--- src/rtl/rs_bm_channel_arbiter.sv ---
// Round-robin arbiter sharing one serial BM engine between NCH syndrome producers,
// with a tag FIFO naming the channel of each codeword in flight. Optional macro: RS_BM_ARB_STATS_EN.
module rs_bm_channel_arbiter #(
  parameter int unsigned NCH      = 2,
  parameter int unsigned SYNDW    = 256,
  parameter int unsigned TAGDEPTH = 4,
  parameter int unsigned CHW      = 1
) (
  input  logic                 clk,
  input  logic                 rst,
  input  logic [NCH-1:0]       req_valid,
  input  logic [NCH-1:0]       req_sop,
  input  logic [NCH-1:0]       req_eop,
  input  logic [NCH*SYNDW-1:0] req_synd,
  output logic [NCH-1:0]       req_ready,
  output logic                 syn_valid,
  output logic                 syn_sop,
  output logic                 syn_eop,
  output logic [SYNDW-1:0]     syn_synd,
  input  logic                 syn_ready,
  input  logic                 bm_valid,
  input  logic                 bm_ready,
  input  logic                 bm_eop,
  output logic [CHW-1:0]       tag_chan,
  output logic                 tag_valid,
  output logic                 proto_err
`ifdef RS_BM_ARB_STATS_EN
  ,
  output logic [NCH*16-1:0]    stat_cw_count
`endif
);

  localparam int unsigned AW = (TAGDEPTH > 1) ? $clog2(TAGDEPTH) : 1;
  localparam int unsigned CW = AW + 1;

  typedef enum logic {IDLE, LOCK} state_t;

  state_t         state_q, state_d;
  logic [CHW-1:0] grant_q, grant_d;
  logic [CHW-1:0] rr_ptr_q, rr_ptr_d;
  logic           first_q, first_d;

  logic [NCH-1:0] cand;
  logic           found;
  logic [CHW-1:0] pick;
  int unsigned    idx;

  logic           hs;
  logic           push;
  logic           cw_done;

  logic [CHW-1:0] tag_mem [TAGDEPTH];
  logic [AW-1:0]  wr_ptr_q, rd_ptr_q;
  logic [CW-1:0]  count_q;
  logic           fifo_empty, fifo_full;
  logic           pop_req, pop_ok, push_ok;

  logic [SYNDW-1:0] synd_arr [NCH];

  // Unpack the flat syndrome bus into per-channel words
  always_comb begin
    for (int i = 0; i < NCH; i++) begin
      synd_arr[i] = req_synd[i*SYNDW +: SYNDW];
    end
  end

  // Round-robin search starting just after the last served channel
  assign cand = req_valid & req_sop;

  always_comb begin
    found = 1'b0;
    pick  = '0;
    idx   = 0;
    for (int unsigned i = 1; i <= NCH; i++) begin
      idx = 32'(rr_ptr_q) + i;
      if (idx >= NCH) idx = idx - NCH;
      if (!found && cand[CHW'(idx)]) begin
        found = 1'b1;
        pick  = CHW'(idx);
      end
    end
  end

  always_ff @(posedge clk or negedge rst) begin
    if (!rst) begin
      state_q  <= IDLE;
      grant_q  <= '0;
      rr_ptr_q <= CHW'(NCH - 1);
      first_q  <= 1'b0;
    end else begin
      state_q  <= state_d;
      grant_q  <= grant_d;
      rr_ptr_q <= rr_ptr_d;
      first_q  <= first_d;
    end
  end

  // Next state and the combinational BM-side mux; only the first accepted beat pushes a tag
  always_comb begin
    state_d   = state_q;
    grant_d   = grant_q;
    rr_ptr_d  = rr_ptr_q;
    first_d   = first_q;
    req_ready = '0;
    syn_valid = 1'b0;
    syn_sop   = 1'b0;
    syn_eop   = 1'b0;
    syn_synd  = '0;
    hs        = 1'b0;
    push      = 1'b0;
    cw_done   = 1'b0;
    case (state_q)
      IDLE: begin
        if (found && !fifo_full) begin
          grant_d = pick;
          first_d = 1'b1;
          state_d = LOCK;
        end
      end
      LOCK: begin
        syn_valid          = req_valid[grant_q];
        syn_sop            = req_sop[grant_q];
        syn_eop            = req_eop[grant_q];
        syn_synd           = synd_arr[grant_q];
        req_ready[grant_q] = syn_ready;
        hs                 = req_valid[grant_q] & syn_ready;
        push               = hs & req_sop[grant_q] & first_q;
        cw_done            = hs & req_eop[grant_q];
        if (hs) first_d = 1'b0;
        if (cw_done) begin
          rr_ptr_d = grant_q;
          state_d  = IDLE;
        end
      end
      default: state_d = IDLE;
    endcase
  end

  assign pop_req    = bm_valid & bm_ready & bm_eop;
  assign fifo_empty = (count_q == '0);
  assign fifo_full  = (count_q == CW'(TAGDEPTH));
  assign pop_ok     = pop_req & ~fifo_empty;
  assign push_ok    = push & (~fifo_full | pop_ok);

  always_ff @(posedge clk or negedge rst) begin
    if (!rst) begin
      wr_ptr_q  <= '0;
      rd_ptr_q  <= '0;
      count_q   <= '0;
      proto_err <= 1'b0;
    end else begin
      if (push_ok) wr_ptr_q <= wr_ptr_q + AW'(1);
      if (pop_ok)  rd_ptr_q <= rd_ptr_q + AW'(1);
      case ({push_ok, pop_ok})
        2'b10:   count_q <= count_q + CW'(1);
        2'b01:   count_q <= count_q - CW'(1);
        default: count_q <= count_q;
      endcase
      if (pop_req && fifo_empty) proto_err <= 1'b1;
    end
  end

  // Storage needs no reset: the head is masked while the FIFO is empty
  always_ff @(posedge clk) begin
    if (push_ok) tag_mem[wr_ptr_q] <= grant_q;
  end

  assign tag_valid = ~fifo_empty;
  assign tag_chan  = fifo_empty ? '0 : tag_mem[rd_ptr_q];

`ifdef RS_BM_ARB_STATS_EN
  logic [15:0] cw_cnt_q [NCH];

  // Completed-codeword counters, wrapping naturally at 16 bits
  always_ff @(posedge clk or negedge rst) begin
    if (!rst) begin
      for (int i = 0; i < NCH; i++) cw_cnt_q[i] <= '0;
    end else if (cw_done) begin
      cw_cnt_q[grant_q] <= cw_cnt_q[grant_q] + 16'd1;
    end
  end

  always_comb begin
    for (int i = 0; i < NCH; i++) begin
      stat_cw_count[i*16 +: 16] = cw_cnt_q[i];
    end
  end
`endif

endmodule

--- config.mk ---
export PLATFORM = sky130hd
export DESIGN_NAME = rs_bm_channel_arbiter
export DESIGN_NICKNAME = d
export VERILOG_FILES = /design/src/rtl/rs_bm_channel_arbiter.sv
export SDC_FILE = /design/constraint.sdc
export NUM_CORES = 1
export LEC_CHECK = 0
export ABC_AREA = 1
export BUFFER_PORTS_ARGS = -buffer_cell sky130_fd_sc_hd__buf_2
export CORE_AREA = 2 2 311 313
export CTS_BUF_LIST = sky130_fd_sc_hd__clkbuf_16
export DETAILED_ROUTE_END_ITERATION = 16
export DIE_AREA = 0 0 313 315
export PLACE_DENSITY = 0.3
export RECOVER_POWER = 50
export SLEW_MARGIN = 25
export SYNTH_ARGS = -nofsm -noshare
export SYNTH_HDL_FRONTEND = slang
export SYNTH_SLANG_ARGS = --single-unit
--- constraint.sdc ---
create_clock -name clk -period 1.66 [get_ports clk]
set_input_delay 0.249 -clock clk [delete_from_list [all_inputs] [get_ports clk]]
set_output_delay 0.249 -clock clk [all_outputs]
set_load 0.01 [all_outputs]
Yosys cells after proc, flatten, opt, wreduce, memory -nomap -nowiden. Memories as Yosys holds them, arrays and structs flattened. Cells that the tools add are included. W data, S select, Z words.

Flip-flop bits (word level): 12. RAM bits: 4. Memories kept: 1.

Add/subtract/negate cells: 8. Order comparisons: 7. Equality and inequality tests: 5. Multiplexer cells: 37. Bitwise gates (word level): 15. Reduce and logical (&&, ||, !) cells: 11.

Memories: tag_mem (words 4, bits a word 1, rd ports 1, clocked after memory_dff 0, wr ports 1, line 52) `logic [CHW-1:0] tag_mem [TAGDEPTH];`.

Operator list (count): $mux W256 (4); $mux W1 (28); $and A1 B1 Y1 (8); $lt A1 B2 Y1 const B (3); $pmux W3 S2 (1); $reduce_and A2 Y1 (3); $add A2 B1 Y2 const B (2); $and A2 B2 Y2 (2); $ge A2 B2 Y1 const B (2); $logic_and A1 B1 Y1 (4); $pmux W1 S2 (2); $add A1 B2 Y3 const B (1); $add A3 B1 Y3 const B (1); $eq A3 B3 Y1 const B (1); $ge A3 B2 Y1 const B (1); $logic_not A3 Y1 (1); $not A1 Y1 (3); $sub A3 B1 Y3 const B (1); $add A1 B1 Y2 const B (1); $eq A2 B1 Y1 const B (1); $eq A2 B2 Y1 const B (1); $logic_not A1 Y1 (2); $mux W2 (1); $ne A2 B1 Y1 const B (1); other kinds (7) (8).

Depth between registers and ports, before layout.
Depth after elaboration: 12. Depth in mapped cells: 13. Mapped depth without buffers: 12.

Least setup slack after synthesis. OpenSTA, ideal clock, no wires.

Path type: flip-flop to flip-flop. From: reg grant_q. To: reg count_q[2]. Setup time: 0.116 ns. Arrival: 1.668 ns. Slack: -0.124 ns. Cell stages (with the launch flop): 13. Buffers on the path: 1. Cells stage by stage: dfrtp_1 > buf_6 > inv_4 > nand3_2 > nand2_2 > nand2_1 > o21bai_2 > inv_1 > fa_1 > inv_1 > nand2_1 > nand3_1 > nand2_1.

Longest elaborated chain between the ends: 9. Elaborated cells on any way between the ends: 13.

RTL lines: start: declaration (line 39) `logic [CHW-1:0] grant_q, grant_d;`; start signal: assignment (line 92) `grant_q <= grant_d;`; $mux W1 (not written as such) (2 in series) (line 126) `hs = req_valid[grant_q] & syn_ready;`; $and A1 B1 Y1 (line 126); $and A1 B1 Y1 (*) (2 in series) (line 127) `push = hs & req_sop[grant_q] & first_q;`; $mux W1 (*) (line 112) `case (state_q)`; $and A1 B1 Y1 (*) (line 143) `assign push_ok = push & (~fifo_full | pop_ok);`; $eq A2 B1 Y1 or $eq A2 B2 Y1 (tied branches) (line 154) `case ({push_ok, pop_ok})`; $pmux W3 S2 or $reduce_bool A2 Y1 (tied branches); end signal: assignment (line 155) `2'b10: count_q <= count_q + CW'(1);`; end signal: assignment (line 156) `2'b01: count_q <= count_q - CW'(1);`; end signal: assignment (line 157) `default: count_q <= count_q;`; end: declaration (line 54) `logic [CW-1:0] count_q;`.

Mark *: on every way between the ends. The rest lies on a longest branch, timed or not. The select of a mux whose other input is x is not followed. A chain may end at the register's enable or synchronous reset.

Worst setup path in the final report.
From: reg grant_q. To: out syn_synd[99].

Longest elaborated chain between the ends: 5.

RTL lines: $not A1 Y2 (not written as such) (line 124) `syn_synd = synd_arr[grant_q];`; $mux W256 (not written as such) (3 in series) (line 124); $mux W256 (line 112); end: declaration (line 19) `output logic [SYNDW-1:0] syn_synd,`.

No other way between the ends. The select of a mux whose other input is x is not followed.

==> flow_metrics.tcl <==
set metrics [dict create \
    wire_per_inst_um 19.4 \
    multiInputGateArea_um2 5630 \
    antenna_found_initial 10 \
    grt_pass1_vias 9986 \
    synth_common_cells "nand2_1 (534), a21oi_1 (259), buf_2 (52), clkbuf_1 (25), inv_1 (19)" \
    top_layer_used "met5" \
    overflow 0 \
    yosysMostFrequentCell "nand2_1" \
    totalPowerFinal_uw 21200 \
    die_h_um 315 \
    start_kind "register" \
    nets 2367 \
    setup_viol 272 \
    relSlewSlack_pct 49.6 \
    cp-end-kind "output port" \
    finalHoldViolCount 0 \
    yosys.area.top_type_share_pct 44.4 \
    ys_top_cells_by_area "nand2_1 (44%), a21oi_1 (29%), dfrtp_1 (6.1%)" \
    fin_crit_sh_pct 123 \
    syn_nets 1491 \
    vias 9970 \
    fmax_mhz 490 \
    clockBufferDepth 2 \
    syn_avg_cell_area_um2 4.70 \
    grt_use_total_pct 11.2 \
    crit_fanout 8 \
    dp_hpwl_um 49600 \
    ys_ff_latch 16 \
    seq_area_um2 427 \
    wirelength_um 60600 \
    worst_slack_ns -0.380 \
    synth-edff-count 4 \
    status "finished, violations left" \
    worstPathRequired_ns 1.41 \
    die-width_um 313 \
    gp_congestion 0.853 \
    n_fill_cell 11170 \
    drc 0 \
    dp_slack_ns -0.619 \
    grt_max_degree 57 \
    met1_length_um 24300 \
    syn_inst 962 \
    layout-drive-gt1-share_pct 73.5 \
    power_leakage_uw 0.00714 \
    ir_drop_uv 663 \
    cts_buffers 3 \
    cts_tree "done" \
    port_buffers 787 \
    ys.flop_type "dfrtp_1" \
    rows 114 \
    path_buf_inv 5 \
    cts-root-buf "clkbuf_16" \
    dr.pass1.iters 4 \
    grt_pass1_wl_um 78200 \
    dr_wl_met3_um 4060 \
    num_io_pins 788 \
    timing.reg2reg.setup_slack_ns -0.30 \
    clock_sinks 16 \
    period_minus_slack_ns 2.04 \
    fin_worst_skew_ns 0.00438 \
    post_synth_instance_area_um2 4520 \
    path_delay_family "buffers and inverters" \
    crit_chain "inv_12 -> buf_16 -> buf_12 -> nand2_4 -> a21oi_4 -> buf_6 -> buf_12" \
    core_area_um2 95700 \
    yosys_warnings 0 \
    yosys.cell_types.count 31 \
    viasPerCell 3.20 \
    tightestPinTransition_ns 0.756 \
    start_util_pct 4.72 \
    drt_iter0_markers 386 \
    crit_arrival_ns 1.79 \
    clk_latency_ns 0.25 \
    rsz0062_at_grt "yes" \
    slew_viol_final 0 \
    clkSlewWorstSetupHoldPaths_ns 0.05 \
    yosysSeqAreaShare_pct 9.34 \
    cp_slowest_cell "dfrtp_4" \
    cap_violations 0 \
    max_stage_delay_ns 0.57 \
    async_flop_share_pct 75.0 \
    dr_wl_met2_um 31300 \
    cpMostUsedCell "buf_12" \
    dieArea_um2 98600 \
    h-tree-depth 1 \
    hold_class "in -> reg" \
    violations "negative setup slack" \
    power.density_nw_per_um2 1450 \
    synth.largest_area_cell "nand2_1" \
    crit_type "reg -> out" \
    areaGrowthSynthToFinish_pct 224 \
    postRouteAntennaNets 0 \
]
what timing repair did:
| item | in CTS | in global routing |
|---|---|---|
| endpoints found under the setup margin | 268 | 272 |
| setup buffers | 28 | 17 |
| gates resized for setup | 376 | 406 |
| cloned | 18 | 7 |
| hold buffers | 1 | 0 |
| hold endpoints to repair | 11 | 0 |
| pin swaps | 49 | 115 |
metrics by stage:
stage | hold WS, ns | utilization (%) | TNS [ns] | instances | cell area (µm²)
after floorplan | -0.0466 | - | -0.136 | 962 | 4540
after global placement | 0.173 | 11.3 | -19.20 | 3049 | 10800
after detailed placement | 0.168 | 11.3 | -20.40 | 3049 | 10800
after CTS | 0.301 | 13.6 | -85.36 | 3098 | 13000
after global routing | 0.307 | 15.3 | -94.98 | 3115 | 14600
final | 0.307 | 15.3 | -74.27 | 3117 | 14700
power breakdown:
part / switching [µW] / leakage, µW / internal (µW)
registers: 175 / 0.000172 / 567
logic: 11200 / 0.00693 / 8850
clock network: 155 / 0.0000386 / 320
logic make-up (layout without fill, tap and decap cells):
kind of cell	count (synthesis)	in the layout	synth area share [%]
xor gates and xnor gates	2	2	0.388
buffers and inverters	106	981	10.5
DFF	16	16	9.34
AOI/OAI and AO/OA	271	271	30.6
and+or+nand+nor	561	561	47.5
adders and majority gates	5	5	1.55
other	0	4	0
muxes	1	1	0.222
state kept, by name (all words and copies together), names as in the netlist, 2 cells and up:
register and cells:
rd_ptr_q 2, tag_mem 4, wr_ptr_q 2, count_q 3
placed cells by master (no fill, tap or decap), types with 5 or more instances in the layout:
| cell type | count |
|---|---|
| buf_6 | 74 |
| nor2_1 | 11 |
| a21oi_1 | 68 |
| dfrtp_1 | 9 |
| clkbuf_16 | 10 |
| o21ai_0 | 5 |
| buf_8 | 24 |
| a21oi_2 | 164 |
| a21oi_4 | 28 |
| inv_1 | 17 |
| nand2_1 | 353 |
| buf_2 | 714 |
| nand2_2 | 72 |
| buf_12 | 39 |
| buf_16 | 16 |
| nand2_4 | 110 |
| buf_4 | 78 |
final cells by class:
type | count | area share (%)
tap | 1276 | 10.9
clock inverter | 1 | 0.0256
timing repair buffer | 955 | 46.4
sequential | 16 | 2.91
clock buffer | 3 | 0.512
inverter | 21 | 0.709
antenna | 4 | 0.0683
multi-input combinational | 840 | 38.4
timing repair inverter | 1 | 0.0598
path summary, 6_finish.rpt:
kind / startpoint / depth (start not counted) / endpoint
worst max-delay path: grant_q$_DFFE_PN0P_ / 7 / syn_synd[99]
worst min-delay path: req_valid[1] / 3 / grant_q$_DFFE_PN0P_
worst max register to register: grant_q$_DFFE_PN0P_ / 12 / count_q[2]$_DFFE_PN0P_
worst min register to register: proto_err$_DFFE_PN0P_ / 1 / proto_err$_DFFE_PN0P_
max in group asynchronous: rst / 2 / grant_q$_DFFE_PN0P_
min in group asynchronous: rst / 2 / count_q[1]$_DFFE_PN0P_
layer usage:
layer	vias to the layer above	global-route usage, %
met5	-	0
met4	2	1.72
met3	34	2.24
met2	461	20.9
met1	4621	13.2
li1	4852	-
worst register-to-register path, delay by kind of cell, from the launching register on:
| kind | cells | cell delay, ns |
|---|---|---|
| flip-flops | 1 | 0.55 |
| AND/OR/NAND/NOR | 7 | 0.50 |
| adder cells (fa/ha/maj) | 1 | 0.37 |
| buffers and inverters | 3 | 0.32 |
| AO/OA/AOI/OAI | 1 | 0.12 |
No activity file was read; power rests on OpenSTA's default activity.
